$ cat src/rtl/datapath_nreg_pkg.sv
// Shared opcode encoding and pipeline limits for the arithmetic/logic datapath.
package datapath_pkg;

    typedef enum logic [2:0] {
        OP_ADD = 3'b000,
        OP_SUB = 3'b001,
        OP_AND = 3'b010,
        OP_OR  = 3'b011,
        OP_XOR = 3'b100,
        OP_SHL = 3'b101,
        OP_SRA = 3'b110,
        OP_SLT = 3'b111
    } opcode_t;

    localparam int MAX_PIPE_STAGES = 2;

endpackage

$ cat src/rtl/datapath_nreg_if.sv
// Operand/result bus between operand sources, the datapath and result consumers.
interface datapath_nreg_if
    import datapath_pkg::*;
#(
    parameter int N = 16
);
    logic signed [N-1:0] A;
    logic signed [N-1:0] B;
    opcode_t             opcode;
    logic signed [N-1:0] Y;
    logic                co;

    modport master (output A, output B, output opcode, input Y, input co);
    modport slave  (input A, input B, input opcode, output Y, output co);
endinterface

$ cat src/rtl/datapath_nreg_alu.sv
// Combinational signed ALU: add/sub with carry, bitwise logic, shifts, signed compare.
module datapath_alu
    import datapath_pkg::*;
#(
    parameter int N = 16
) (
    input  logic signed [N-1:0] a,
    input  logic signed [N-1:0] b,
    input  opcode_t             opcode,
    output logic signed [N-1:0] y,
    output logic                co
);

    function automatic logic [N:0] add_carry(input logic [N-1:0] x, input logic [N-1:0] z,
                                             input logic cin);
        return {1'b0, x} + {1'b0, z} + {{N{1'b0}}, cin};
    endfunction

    // Bit N of the widened result is the last bit shifted out (0 for a zero shift).
    function automatic logic [N:0] shl_out(input logic [N-1:0] x, input logic [3:0] amt);
        return {1'b0, x} << amt;
    endfunction

    // Bit 0 of the widened result is the last bit shifted out; beyond N it is the sign.
    function automatic logic [N:0] sra_out(input logic signed [N-1:0] x, input logic [3:0] amt);
        logic signed [N:0] ext;
        ext = {x, 1'b0};
        return ext >>> amt;
    endfunction

    logic       is_sub;
    logic [N:0] sum;
    logic [N:0] shl;
    logic [N:0] sra;

    assign is_sub = (opcode == OP_SUB);
    assign sum    = add_carry(a, is_sub ? ~b : b, is_sub);
    assign shl    = shl_out(a, b[3:0]);
    assign sra    = sra_out(a, b[3:0]);

    always_comb begin
        y  = '0;
        co = 1'b0;
        case (opcode)
            OP_ADD, OP_SUB: {co, y} = sum;
            OP_AND:         y = a & b;
            OP_OR:          y = a | b;
            OP_XOR:         y = a ^ b;
            OP_SHL:         {co, y} = shl;
            OP_SRA: begin
                y  = sra[N:1];
                co = sra[0];
            end
            OP_SLT:         y = (a < b) ? {{(N-1){1'b0}}, 1'b1} : '0;
            default: begin
                y  = '0;
                co = 1'b0;
            end
        endcase
    end

endmodule

$ cat src/rtl/datapath_nreg.sv
// Signed ALU datapath with 0, 1 or 2 register stages wrapped around one shared ALU.
module datapath_nreg
    import datapath_pkg::*;
#(
    parameter int N           = 16,
    parameter int PIPE_STAGES = 0
) (
    input  logic            clk,
    input  logic            rst_n,
    datapath_nreg_if.slave  bus
);

    if (PIPE_STAGES < 0 || PIPE_STAGES > MAX_PIPE_STAGES) begin : g_bad_stages
        $error("datapath_nreg: PIPE_STAGES must be 0, 1 or 2");
    end

    logic signed [N-1:0] alu_a;
    logic signed [N-1:0] alu_b;
    opcode_t             alu_op;
    logic signed [N-1:0] alu_y;
    logic                alu_co;

    datapath_alu #(.N(N)) u_alu (
        .a      (alu_a),
        .b      (alu_b),
        .opcode (alu_op),
        .y      (alu_y),
        .co     (alu_co)
    );

    // Stage p0: optional operand register; a zeroed stage reads as ADD 0+0.
    if (PIPE_STAGES == 2) begin : g_in_reg
        logic signed [N-1:0] a_p0;
        logic signed [N-1:0] b_p0;
        opcode_t             op_p0;

        always_ff @(posedge clk or negedge rst_n) begin
            if (!rst_n) begin
                a_p0  <= '0;
                b_p0  <= '0;
                op_p0 <= OP_ADD;
            end else begin
                a_p0  <= bus.A;
                b_p0  <= bus.B;
                op_p0 <= bus.opcode;
            end
        end

        assign alu_a  = a_p0;
        assign alu_b  = b_p0;
        assign alu_op = op_p0;
    end else begin : g_in_comb
        assign alu_a  = bus.A;
        assign alu_b  = bus.B;
        assign alu_op = bus.opcode;
    end

    // Stage p1: optional result register.
    if (PIPE_STAGES >= 1) begin : g_out_reg
        logic signed [N-1:0] y_p1;
        logic                co_p1;

        always_ff @(posedge clk or negedge rst_n) begin
            if (!rst_n) begin
                y_p1  <= '0;
                co_p1 <= 1'b0;
            end else begin
                y_p1  <= alu_y;
                co_p1 <= alu_co;
            end
        end

        assign bus.Y  = y_p1;
        assign bus.co = co_p1;
    end else begin : g_out_comb
        // Fully combinational build: clock and reset are intentionally left unused.
        logic unused_clk_rst;
        assign unused_clk_rst = &{1'b0, clk, rst_n};

        assign bus.Y  = alu_y;
        assign bus.co = alu_co;
    end

endmodule

$ cat src/flat_wrapper.sv
// flat-port wrapper written by rule: the top's interface ports become plain ports
module datapath_nreg_flat import datapath_pkg::*;
#(
    parameter int N           = 16,
    parameter int PIPE_STAGES = 0
)
  (clk, rst_n, bus_A, bus_B, bus_opcode, bus_Y, bus_co);
  datapath_nreg_if #(.N(N)) bus_i ();
  input  logic clk;
  input  logic rst_n;
  input wire logic [$bits(bus_i.A)-1:0] bus_A;
  input wire logic [$bits(bus_i.B)-1:0] bus_B;
  input wire logic [$bits(bus_i.opcode)-1:0] bus_opcode;
  output wire logic [$bits(bus_i.Y)-1:0] bus_Y;
  output wire logic [$bits(bus_i.co)-1:0] bus_co;
  assign bus_i.A = bus_A;
  assign bus_i.B = bus_B;
  assign bus_i.opcode = bus_opcode;
  assign bus_Y = bus_i.Y;
  assign bus_co = bus_i.co;
  datapath_nreg #(.N(N), .PIPE_STAGES(PIPE_STAGES)) u_core (.clk(clk), .rst_n(rst_n), .bus(bus_i));
endmodule
$ cat config.mk
export PLATFORM = sky130hd
export DESIGN_NAME = datapath_nreg_flat
export DESIGN_NICKNAME = d
export VERILOG_FILES = /design/src/rtl/datapath_nreg_pkg.sv /design/src/rtl/datapath_nreg_if.sv /design/src/rtl/datapath_nreg_alu.sv /design/src/rtl/datapath_nreg.sv /design/src/flat_wrapper.sv
export SDC_FILE = /design/constraint.sdc
export NUM_CORES = 1
export LEC_CHECK = 0
export ABC_AREA = 1
export BUFFER_PORTS_ARGS = -buffer_cell sky130_fd_sc_hd__buf_2
export CAP_MARGIN = 10
export CORE_ASPECT_RATIO = 1.1
export CORE_UTILIZATION = 45
export DETAILED_ROUTE_END_ITERATION = 10
export GPL_TIMING_DRIVEN = 0
export PLACE_DENSITY = 0.64
export SETUP_SLACK_MARGIN = 0.15
export SYNTH_ARGS = -nofsm -noshare
export SYNTH_HDL_FRONTEND = slang
export SYNTH_SLANG_ARGS = --single-unit
$ cat constraint.sdc
create_clock -name vclk -period 3.7
set_input_delay 0.74 -clock vclk [all_inputs]
set_output_delay 0.74 -clock vclk [all_outputs]
set_load 0.02 [all_outputs]
# Word level (Yosys, flattened, before mapping)

Cells that the tools add are included.

Add/sub/neg operators: 2
Multiply operators: 0
Divide/modulo/power cells: 0
Magnitude comparators: 1
Equal/unequal tests: 7
Shifts and indexed selects: 2
Muxes and demuxes: 4
Bitwise operators: 4
Reductions and logical operators: 2

Operators by type and width:

| kind               | count |
|---|---|
| $pmux 16 s7        | 1 |
| $add 16x16->17     | 1 |
| $add 17x1->17      | 1 |
| $shl 16x4->17      | 1 |
| $sshr 17x4->17     | 1 |
| $and 16x16->16     | 1 |
| $lt 16x16->1       | 1 |
| $mux 16            | 1 |
| $not 16->16        | 1 |
| $or 16x16->16      | 1 |
| $xor 16x16->16     | 1 |
| $eq 3x3->1 const B | 4 |
| $eq 3x2->1 const B | 2 |
| $eq 3x1->1 const B | 1 |
| $logic_not 3->1    | 1 |
| $pmux 1 s3         | 1 |
| $reduce_or 2->1    | 1 |
| $mux 1             | 1 |

Register bits after elaboration: 0
Latch bits: 0
Memory bits (writable): 0
Bits in read-only memories: 0
Input bits: 37
Output and inout port bits: 17
Logic and storage cells: 22
Memories kept: 0

# Logic depth before layout (Yosys ltp)

Gate-level depths: netlist (run 1).

Word-level depth: 5
Depth in mapped cells: 17
Gate-level depth less buffers: 17

# Worst setup path before layout (run 1)

OpenSTA, ideal clock, no wires.

Kind: input to output
From: in bus_opcode[2]
To: out bus_Y[15]
Arrival time: 2.713 ns
Data required time: 2.960 ns
Path slack: 0.247 ns
Cell stages on the path: 17
Buffers on the path: 1
Cell sequence: nor2_4 > nand2_1 > buf_2 > xor2_1 > ha_1 > nand2_1 > inv_1 > nand2_1 > nor3_1 > nand2_1 > nand2_1 > nand2_1 > nand2_1 > nand2_1 > nand2_1 > nand2_1 > nand2_1

Word-level cells in the longest chain between the ends: 5
Elaborated cells between the ends (all ways): 13
Classes of those cells: add/sub: 2; eq/ne: 7; mux: 2; reduce/logical: 2

Ends and longest elaborated chain:

| element        | line                                             | RTL |
|---|---|---|
| from (decl)    | flat_wrapper.sv:13                               | `input wire logic [$bits(bus_i.opcode)-1:0] bus_opcode;` |
| $eq 3x1->1     | datapath_nreg_alu.sv:36, datapath_nreg_alu.sv:44 |  |
| $mux 16        | datapath_nreg_alu.sv:37                          | `assign sum = add_carry(a, is_sub ? ~b : b, is_sub);` |
| $add 16x16->17 | datapath_nreg_alu.sv:16                          | `return {1'b0, x} + {1'b0, z} + {{N{1'b0}}, cin};` |
| $add 17x1->17  | datapath_nreg_alu.sv:16                          |  |
| $pmux 16 s7 *  | datapath_nreg_alu.sv:44                          | `case (opcode)` |
| to (decl)      | flat_wrapper.sv:14                               | `output wire logic [$bits(bus_i.Y)-1:0] bus_Y;` |

Mark *: on every way between the ends. The rest lies on a longest branch, timed or not.

# Worst setup path in the final report (run 1)

From: in bus_opcode[2]
To: out bus_Y[11]

Same word-level chain as after synthesis.

==> metrics.yaml, run 1 <==
syn_nets: 771
rows: 34
cp_slowest_stage_delay_ps: 370
cp_slowest_cell: "ha_1"
seqCellArea_um2: 0
period_minus_slack_ps: 3730
criticalPathCategory: "in -> out"
seq_cells: 0
critPathLaunch: "bus_opcode[2]"
gp_congestion: 1.04
p_leak_uw: 0.00250
grt.total_usage_pct: 37.6
failed_checks: "negative setup slack"
drc: 0
grt_pass1_wl_um: 24600
cpLargestDelayFamily: "simple AND/OR/NAND/NOR gates"
crit_fanout: 5
die_w_um: 88.1
finalMaxSlewViolations: 0
synth_cell_types: 41
cp.arrival_ps: 2990
grt_max_degree: 12
holdPathStages: 6
worstSetupEndpointType: "output port"
ys_seq_area_share_pct: 0
globalRouteOverflowTotal: 0
antenna_found_initial: 0
synth_area_leaders: "ha_1, nand2_1, inv_1"
final.setup.tns_ps: -29.7
pin_count: 54
wl_per_cell_um: 19.2
p_per_area_mw_per_mm2: 173
syn_to_final_growth_pct: 28.4
start_util_pct: 46.4
place_hpwl_um: 12800
postRouteAntennaNets: 0
antenna_cells: 0
drt-pass1-iter-count: 5
timing.fmax_ghz: 0.268
fin_nets: 851
synth.top_cell.area_share_pct: 21.8
period_share_pct: 101
status: "finished with violations"
layout-drive-gt1-share_pct: 23.2
vdd_drop_max_mv: 0.124
crit_chain: "buf_8 > nor2_4 > nand2_4 > buf_8 > buf_6 > xor2_1 > ha_1 > nand2_2 > inv_2 > nand2_2 > nand2_2 > a21oi_2 > nand2_2 > xor2_1 > nand2_1 > nand3_2 > buf_6"
slew_headroom_pct: 57.8
n_clock_buffer: 0
yosys.area.top_type: "ha_1"
vias_per_cell: 5.80
routed_wl_um: 16400
drt_first_iter_violations: 341
hold_ws_ps: 2070
synth_area_per_cell_um2: 5.49
rsz0062_at_grt: "yes"
cp.required_ps: 2960
dieArea_mm2: 0.00852
ys.warnings.count: 0
grt_pass1_vias: 4599
dpl_cell_area_mm2: 0.00407
finalHoldViolations: 0
setup_viol: 1
core_mm2: 0.00791
routed-via-count: 4957
min_to: "bus_Y[0]"
yosysMostFrequentCell: "nand2_1"
layout_setup_ws_ps: -29.7
min_from: "bus_opcode[0]"
synthCells: 669
hp-class: "in -> out"
synthTopCellsByCount: "nand2_1, inv_1, ha_1, nand3_1"
die_h_um: 96.7
critPathLaunchType: "input pin"
portBuffers: 52
design_area_mm2: 0.00471
tightest_slew_ps: 634
drv_cap: 0
path_buf_inv: 5
synth_area_mm2: 0.00367
power_uw: 815
cts-hold-fix-buffers: 0
cpMostUsedCell: "nand2_2"
==> what timing repair did <==
| item | CTS | global route |
|---|---|---|
| endpoints found under the setup margin | 16 | 14 |
| pin swaps | 22 | 24 |
| gates resized for setup | 73 | 54 |
| buffers inserted | 19 | 7 |
==> tightest hold or removal path, cell delays in order <==
cell and delay, ps:
buf_2 160, inv_2 90, nor3_1 50, nand3_1 70, nand3_1 60, buf_2 160
==> layout by cell type, fill, tap and decap left out, types with 2 or more instances in the layout <==
master and n:
a211oi_1 3, a21oi_1 34, a21oi_2 10, a21oi_4 2, a31oi_1 2, buf_1 3
buf_2 47, buf_4 29, buf_6 12, buf_8 4, clkbuf_1 5, clkbuf_4 2
ha_1 57, ha_2 4, ha_4 3, inv_1 67, inv_2 11, mux2i_1 2
nand2_1 192, nand2_2 18, nand2_4 3, nand3_1 44, nand3_2 10, nand3b_1 2
nand4_1 2, nor2_1 37, nor2_4 3, nor3_1 3, nor3_2 2, o2111ai_1 3
o211ai_1 12, o21a_1 8, o21ai_0 41, o21ai_1 20, o21bai_1 3, o221ai_1 2
o22ai_1 3, or2_1 3, or2_2 2, xor2_1 19
==> cells by family (layout without fill, tap and decap cells) <==
group                    Yosys count  after routing  share of synthesized area (%)
multiplexers                       2              2                          0.546
XOR/XNOR                          22             22                           5.25
AND/OR/NAND/NOR                  324            324                           36.8
AO/OA/AOI/OAI                    151            151                           23.7
adder cells (fa/ha/maj)           65             65                           22.4
buffers and inverters            105            183                           11.4
==> how the worst max path moves through the flow <==
stage / end / slack, ps / cells past startpoint
final: bus_Y[11] / -30 / 17
after CTS: bus_Y[12] / 20 / 17
after global placement: bus_Y[12] / -800 / 15
after floorplan: bus_Y[15] / 250 / 17
after global routing: bus_Y[15] / -80 / 20
after detailed placement: bus_Y[12] / -850 / 16
==> layer usage <==
metal  vias up  GRT usage, %  wire, µm
met5         -             0         0
met2       226          63.2      7900
li1       2369             -         -
met4         0          15.5       750
met3        43          3.33      1010
met1      2319          48.4      6710
==> through the flow <==
| step | cells | utilization, % | worst slack (ps) |
|---|---|---|---|
| after global placement | 829 | 51.4 | -804 |
| after detailed placement | 829 | 51.4 | -852 |
| after CTS | 848 | 56.5 | 18.2 |
| final | 855 | 59.5 | -29.7 |
| after global routing | 855 | 59.5 | -82.2 |
| after floorplan | 669 | - | 247 |
==> final cells by class <==
| class | instances | area (µm²) |
|---|---|---|
| buffer | 25 | 153 |
| fill | 802 | 3200 |
| inverter | 80 | 303 |
| multi-input combinational | 564 | 3560 |
| tap | 108 | 135 |
| timing repair buffer | 78 | 561 |
==> power breakdown <==
group	internal, µW	switching (µW)	leakage (µW)	total (µW)
logic	306	509	0.00250	815
registers	0	0	0	0
clock network	0	0	0	0
total	306	509	0.00250	815
No activity file was read; power rests on OpenSTA's default activity.
==> inputs of run 2 (changes only) <==
--- a/config.mk
+++ b/config.mk
@@ -11,6 +11,6 @@
 export CORE_ASPECT_RATIO = 1.1
-export CORE_UTILIZATION = 45
+export CORE_UTILIZATION = 35
 export DETAILED_ROUTE_END_ITERATION = 10
 export GPL_TIMING_DRIVEN = 0
-export PLACE_DENSITY = 0.64
+export PLACE_DENSITY = 0.52
 export SETUP_SLACK_MARGIN = 0.15
==> constraint.sdc (replaced) <==
create_clock -name vclk -period 3.7
set_input_delay 0.74 -clock vclk [all_inputs]
set_output_delay 0.74 -clock vclk [all_outputs]
set_load 0.1 [all_outputs]
==> run 2 against run 1 <==
  * The flow now finishes without violations
  * Sequential cell count unchanged
  * Critical endpoint is now bus_co
  * Worst hold slack improved by 4.0 ps
  * Core utilization decreased by 8.3 points
  * Highest routed layer unchanged
==> metrics.yaml, run 2 (synthesized netlist as in run 1, its figures left out) <==
hp-class: "in -> out"
drt-pass1-iter-count: 5
dpl_cell_area_mm2: 0.00423
finalMaxSlewViolations: 0
cpMostUsedCell: "nand2_1"
die_w_um: 99.6
antenna_cells: 0
cpLargestDelayFamily: "simple AND/OR/NAND/NOR gates"
globalRouteOverflowTotal: 0
cp_slowest_stage_delay_ps: 360
antenna_found_initial: 0
fin_nets: 862
criticalPathCategory: "in -> out"
holdPathStages: 6
pin_count: 54
final.setup.tns_ps: 0
routed-via-count: 4940
drv_cap: 0
grt.total_usage_pct: 31.2
seq_cells: 0
tightest_slew_ps: 568
cp_slowest_cell: "fa_2"
grt_max_degree: 12
globalRouteMet3Util_pct: 3.12
portBuffers: 52
routed_wl_um: 17400
dp.cells: 861
postRouteAntennaNets: 0
timing.fmax_ghz: 0.271
drt_first_iter_violations: 540
finalHoldViolations: 0
gp_congestion: 0.979
fin_cells: 898
crit_chain: "buf_8 > nor2_4 > nand2_4 > buf_8 > xor2_2 > fa_2 > inv_2 > nand3_1 > nand2_1 > nand2_1 > nand2_2 > nand3_2 > nand2_2 > nand3_1 > nand2_1 > nand2_1 > nand3b_1 > buf_12"
dieArea_mm2: 0.0109
layout-drive-gt1-share_pct: 26.6
hold_ws_ps: 2070
grt.busiest_layer: "met2"
seqCellArea_um2: 0
multi_input_area_mm2: 0.00369
start_util_pct: 36.6
n_clock_buffer: 0
syn_to_final_growth_pct: 40.1
min_from: "bus_opcode[1]"
setup_viol: 0
p_per_area_mw_per_mm2: 220
drc: 0
min_to: "bus_Y[0]"
rows: 38
rsz0062_at_grt: "yes"
vdd_drop_max_mv: 0.135
cp.arrival_ps: 2950
vias_per_cell: 5.50
design_area_mm2: 0.00514
met2_usage_pct: 53.5
final_cell_mix: "nand2_1, inv_1, ha_1, buf_2, nand3_1"
fill_cells: 1067
period_share_pct: 99.6
die_h_um: 109
crit_fanout: 5
critPathLaunchType: "input pin"
p_leak_uw: 0.00262
grt_pass1_vias: 4701
wl_per_cell_um: 19.4
grt_pass1_wl_um: 25600
final_common_cell: "nand2_1"
grtUsageMet1_pct: 40.0
cp.required_ps: 2960
cts-hold-fix-buffers: 0
worstSetupEndpointType: "output port"
place_hpwl_um: 13400
status: "finished, final reports clean"
path_buf_inv: 4
core_mm2: 0.0100
slew_headroom_pct: 62.1
period_minus_slack_ps: 3690
[run 2: changes by cell type in the layout (fill, tap and decap cells not counted), sizes merged]
| cell | previous run | this run |
|---|---|---|
| inv | 79 | 77 |
| clkinvlp | 0 | 2 |
| buf | 96 | 107 |
[run 2: worst max path at each step]
stage                        from   endpoint  cells past startpoint
floorplan           bus_opcode[1]     bus_co                     15
global placement    bus_opcode[1]  bus_Y[12]                     15
detailed placement  bus_opcode[1]  bus_Y[12]                     15
CTS                 bus_opcode[2]  bus_Y[11]                     17
global route             bus_B[3]     bus_co                     17
finish              bus_opcode[1]     bus_co                     18
[run 2: layout make-up]
class                      count  share of cell area [%]
buffer                        25                    3.33
multi-input combinational    564                    71.8
inverter                      80                    6.13
tap                          140                    3.41
timing repair buffer          89                    15.4
[run 2: what timing repair did]
action	CTS	global route
pin swaps	23	50
resized for setup	98	66
buffers inserted	23	14
endpoints found under the setup margin	17	15
[run 2: layer usage]
metal	share of wire, %	routed length (µm)
met1	42	7250
met2	46	8040
met3	8.1	1400
met4	4.1	720
met5	0	0
[run 2: power by group]
group | switching, µW | internal, µW
logic | 732 | 399
clock network | 0 | 0
registers | 0 | 0
[run 2: through the flow]
stage | power (µW) | util, % | worst slack, ps
2_1_floorplan | 645 | - | -0.318
3_3_place_gp | 853 | 42.1 | -698
3_5_place_dp | 854 | 42.1 | -694
4_1_cts | 1000 | 47.3 | 4.06
5_1_grt | 1210 | 51.2 | -157
6_report | 1130 | 51.2 | 14.7
==> inputs of run 3 (changes only) <==
ABC_AREA = default   (was 1)
==> run 3 against run 2 <==
  * The flow now finishes with violations (negative setup slack)
  * Largest power group unchanged
  * Sequential cell count did not move
  * Count of clock-buffer cells in the layout did not move
  * Maximum frequency fell by 18%
  * Critical path depth fell by 4
  * Global-route usage fell by 1.9 points
  * Synthesized cell count fell by 24%
==> metrics.yaml, run 3 <==
grt_pass1_vias: 4422
routed-via-count: 4537
synth-simple-area-share_pct: 16.4
ys.warnings.count: 0
syn_to_final_growth_pct: 44.1
routed_wl_um: 17000
vias_per_cell: 6.04
globalRouteOverflowTotal: 0
multi_input_area_mm2: 0.00399
pin_count: 54
finalHoldViolations: 0
synth_area_mm2: 0.00386
cp.required_ps: 2960
cp.arrival_ps: 3740
drt_first_iter_violations: 392
wl_per_cell_um: 22.6
synth_top_family_by_area: "compound AO/OA/AOI/OAI gates"
period_share_pct: 121
layout-drive-gt1-share_pct: 36.0
rsz0062_at_grt: "yes"
rows: 39
p_leak_uw: 0.00240
dp.cells: 705
setup_viol: 14
fin_cells: 751
status: "finished with violations"
die_h_um: 112
grt_pass1_wl_um: 25300
final_cell_mix: "ha_1, nor2_1, inv_1, buf_4, a21oi_1"
crit_fanout: 4
n_clock_buffer: 0
timing.fmax_ghz: 0.223
grt_max_degree: 13
critPathLaunchType: "input pin"
wl_met2_um: 8300
seq_cells: 0
finalMaxSlewViolations: 0
layout_setup_ws_ps: -776
fin_nets: 712
synthCells: 511
start_util_pct: 36.6
slew_headroom_pct: 39.1
core_mm2: 0.0105
synthTopCellsByCount: "ha_1, nor2_1, a21oi_1, inv_1, nand2_1"
synth_compound_area_share_pct: 27.0
hp-class: "in -> out"
drt-pass1-iter-count: 5
synthXorXnorAreaFrac_pct: 5.44
die_w_um: 102
yosysMostFrequentCell: "ha_1"
wl_met3_um: 976
syn_nets: 613
portBuffers: 51
synth_cell_types: 66
postRouteAntennaNets: 0
final_common_cell: "ha_1"
synthAdderAreaFrac_pct: 21.3
gp_congestion: 0.924
seqCellArea_um2: 0
synth.top_cell.area_share_pct: 20.7
antenna_found_initial: 0
synth_area_per_cell_um2: 7.56
drt-met1-wl_um: 7350
fill_cells: 1045
highest_layer: "met4"
vdd_drop_max_mv: 0.160
yosys.area.top_type: "ha_1"
period_minus_slack_ps: 4480
synthMuxAreaShare_pct: 20.9
drv_cap: 0
worstSetupEndpointType: "output port"
holdPathStages: 6
place_hpwl_um: 12800
p_per_area_mw_per_mm2: 216
post-place-ws_ps: -1640
failed_checks: "negative setup slack"
synth_area_leaders: "ha_1, mux4_2, a21oi_1"
criticalPathCategory: "in -> out"
antenna_cells: 0
tightest_slew_ps: 913
ys_seq_area_share_pct: 0
grt.total_usage_pct: 29.3
dieArea_mm2: 0.0115
drc: 0
-- run 3: cell count changes in the layout (fill, tap and decap cells not counted), moves of 10 or more --
cell     delta
buf_2      -13
inv_1      -20
inv_2      -11
mux2_2     +10
mux2i_1    +14
mux4_2     +17
nand2_1   -156
nand2_2    -21
nand3_1    -34
o21ai_0    -16
o21ai_1    -18
xnor2_1    +13
xor2_1     -15
-- run 3: critical path: stages --
cell	delay (ps)
clkbuf_16	120
or2_4	250
clkbuf_16	150
nor2_4	180
buf_6	170
xnor2_2	70
ha_1	350
and4b_1	210
a221o_2	410
a21oi_4	290
o211ai_1	170
xnor2_1	150
o211ai_1	210
buf_6	250
-- run 3: power breakdown --
part	switching (µW)	total (µW)	internal, µW
registers	0	0	0
logic	718	1200	485
clock network	0	0	0
total	718	1200	485
-- run 3: layout make-up --
| cell class | instances | area share (%) |
|---|---|---|
| Multi-Input combinational cell | 430 | 71.8 |
| Buffer | 35 | 5.58 |
| Inverter | 45 | 3.15 |
| Tap cell | 143 | 3.22 |
| Timing Repair Buffer | 98 | 16.3 |
-- run 3: timing repair --
item	4_1_cts	5_1_grt
gates resized for setup	117	65
setup endpoints to repair	17	17
hold buffers	0	0
pin swaps	24	32
buffers inserted	21	26
-- run 3: worst paths after layout --
kind | slack [ps] | from | to
worst max-delay path | -780 | bus_opcode[2] | bus_Y[13]
worst min-delay path | 2180 | bus_opcode[1] | bus_Y[14]
-- run 3: kinds of logic after synthesis --
family                   count (synthesis)
buffers and inverters                   81
adder cells (fa/ha/maj)                 65
AO/OA/AOI/OAI                          155
AND/OR/NAND/NOR                        135
XOR/XNOR                                24
multiplexers                            51
-- run 3: stage by stage --
stage / setup TNS, ps / hold slack, ps / total power [µW] / util (%) / instance area [µm²]
4_1_cts: -7540 / 2190 / 1100 / 48.5 / 5110
3_5_place_dp: -17120 / 2260 / 925 / 42.5 / 4480
2_1_floorplan: -12270 / 1950 / 705 / - / 4040
5_1_grt: -9650 / 2210 / 1270 / 52.8 / 5560
3_3_place_gp: -16580 / 2270 / 919 / 42.5 / 4480
6_report: -8480 / 2180 / 1200 / 52.8 / 5560
-- run 3: routing by layer --
metal,global-route usage [%],vias up
met5,0,-
met4,6.38,0
met3,1.56,25
met2,50.7,206
met1,39.6,2207
li1,-,2099
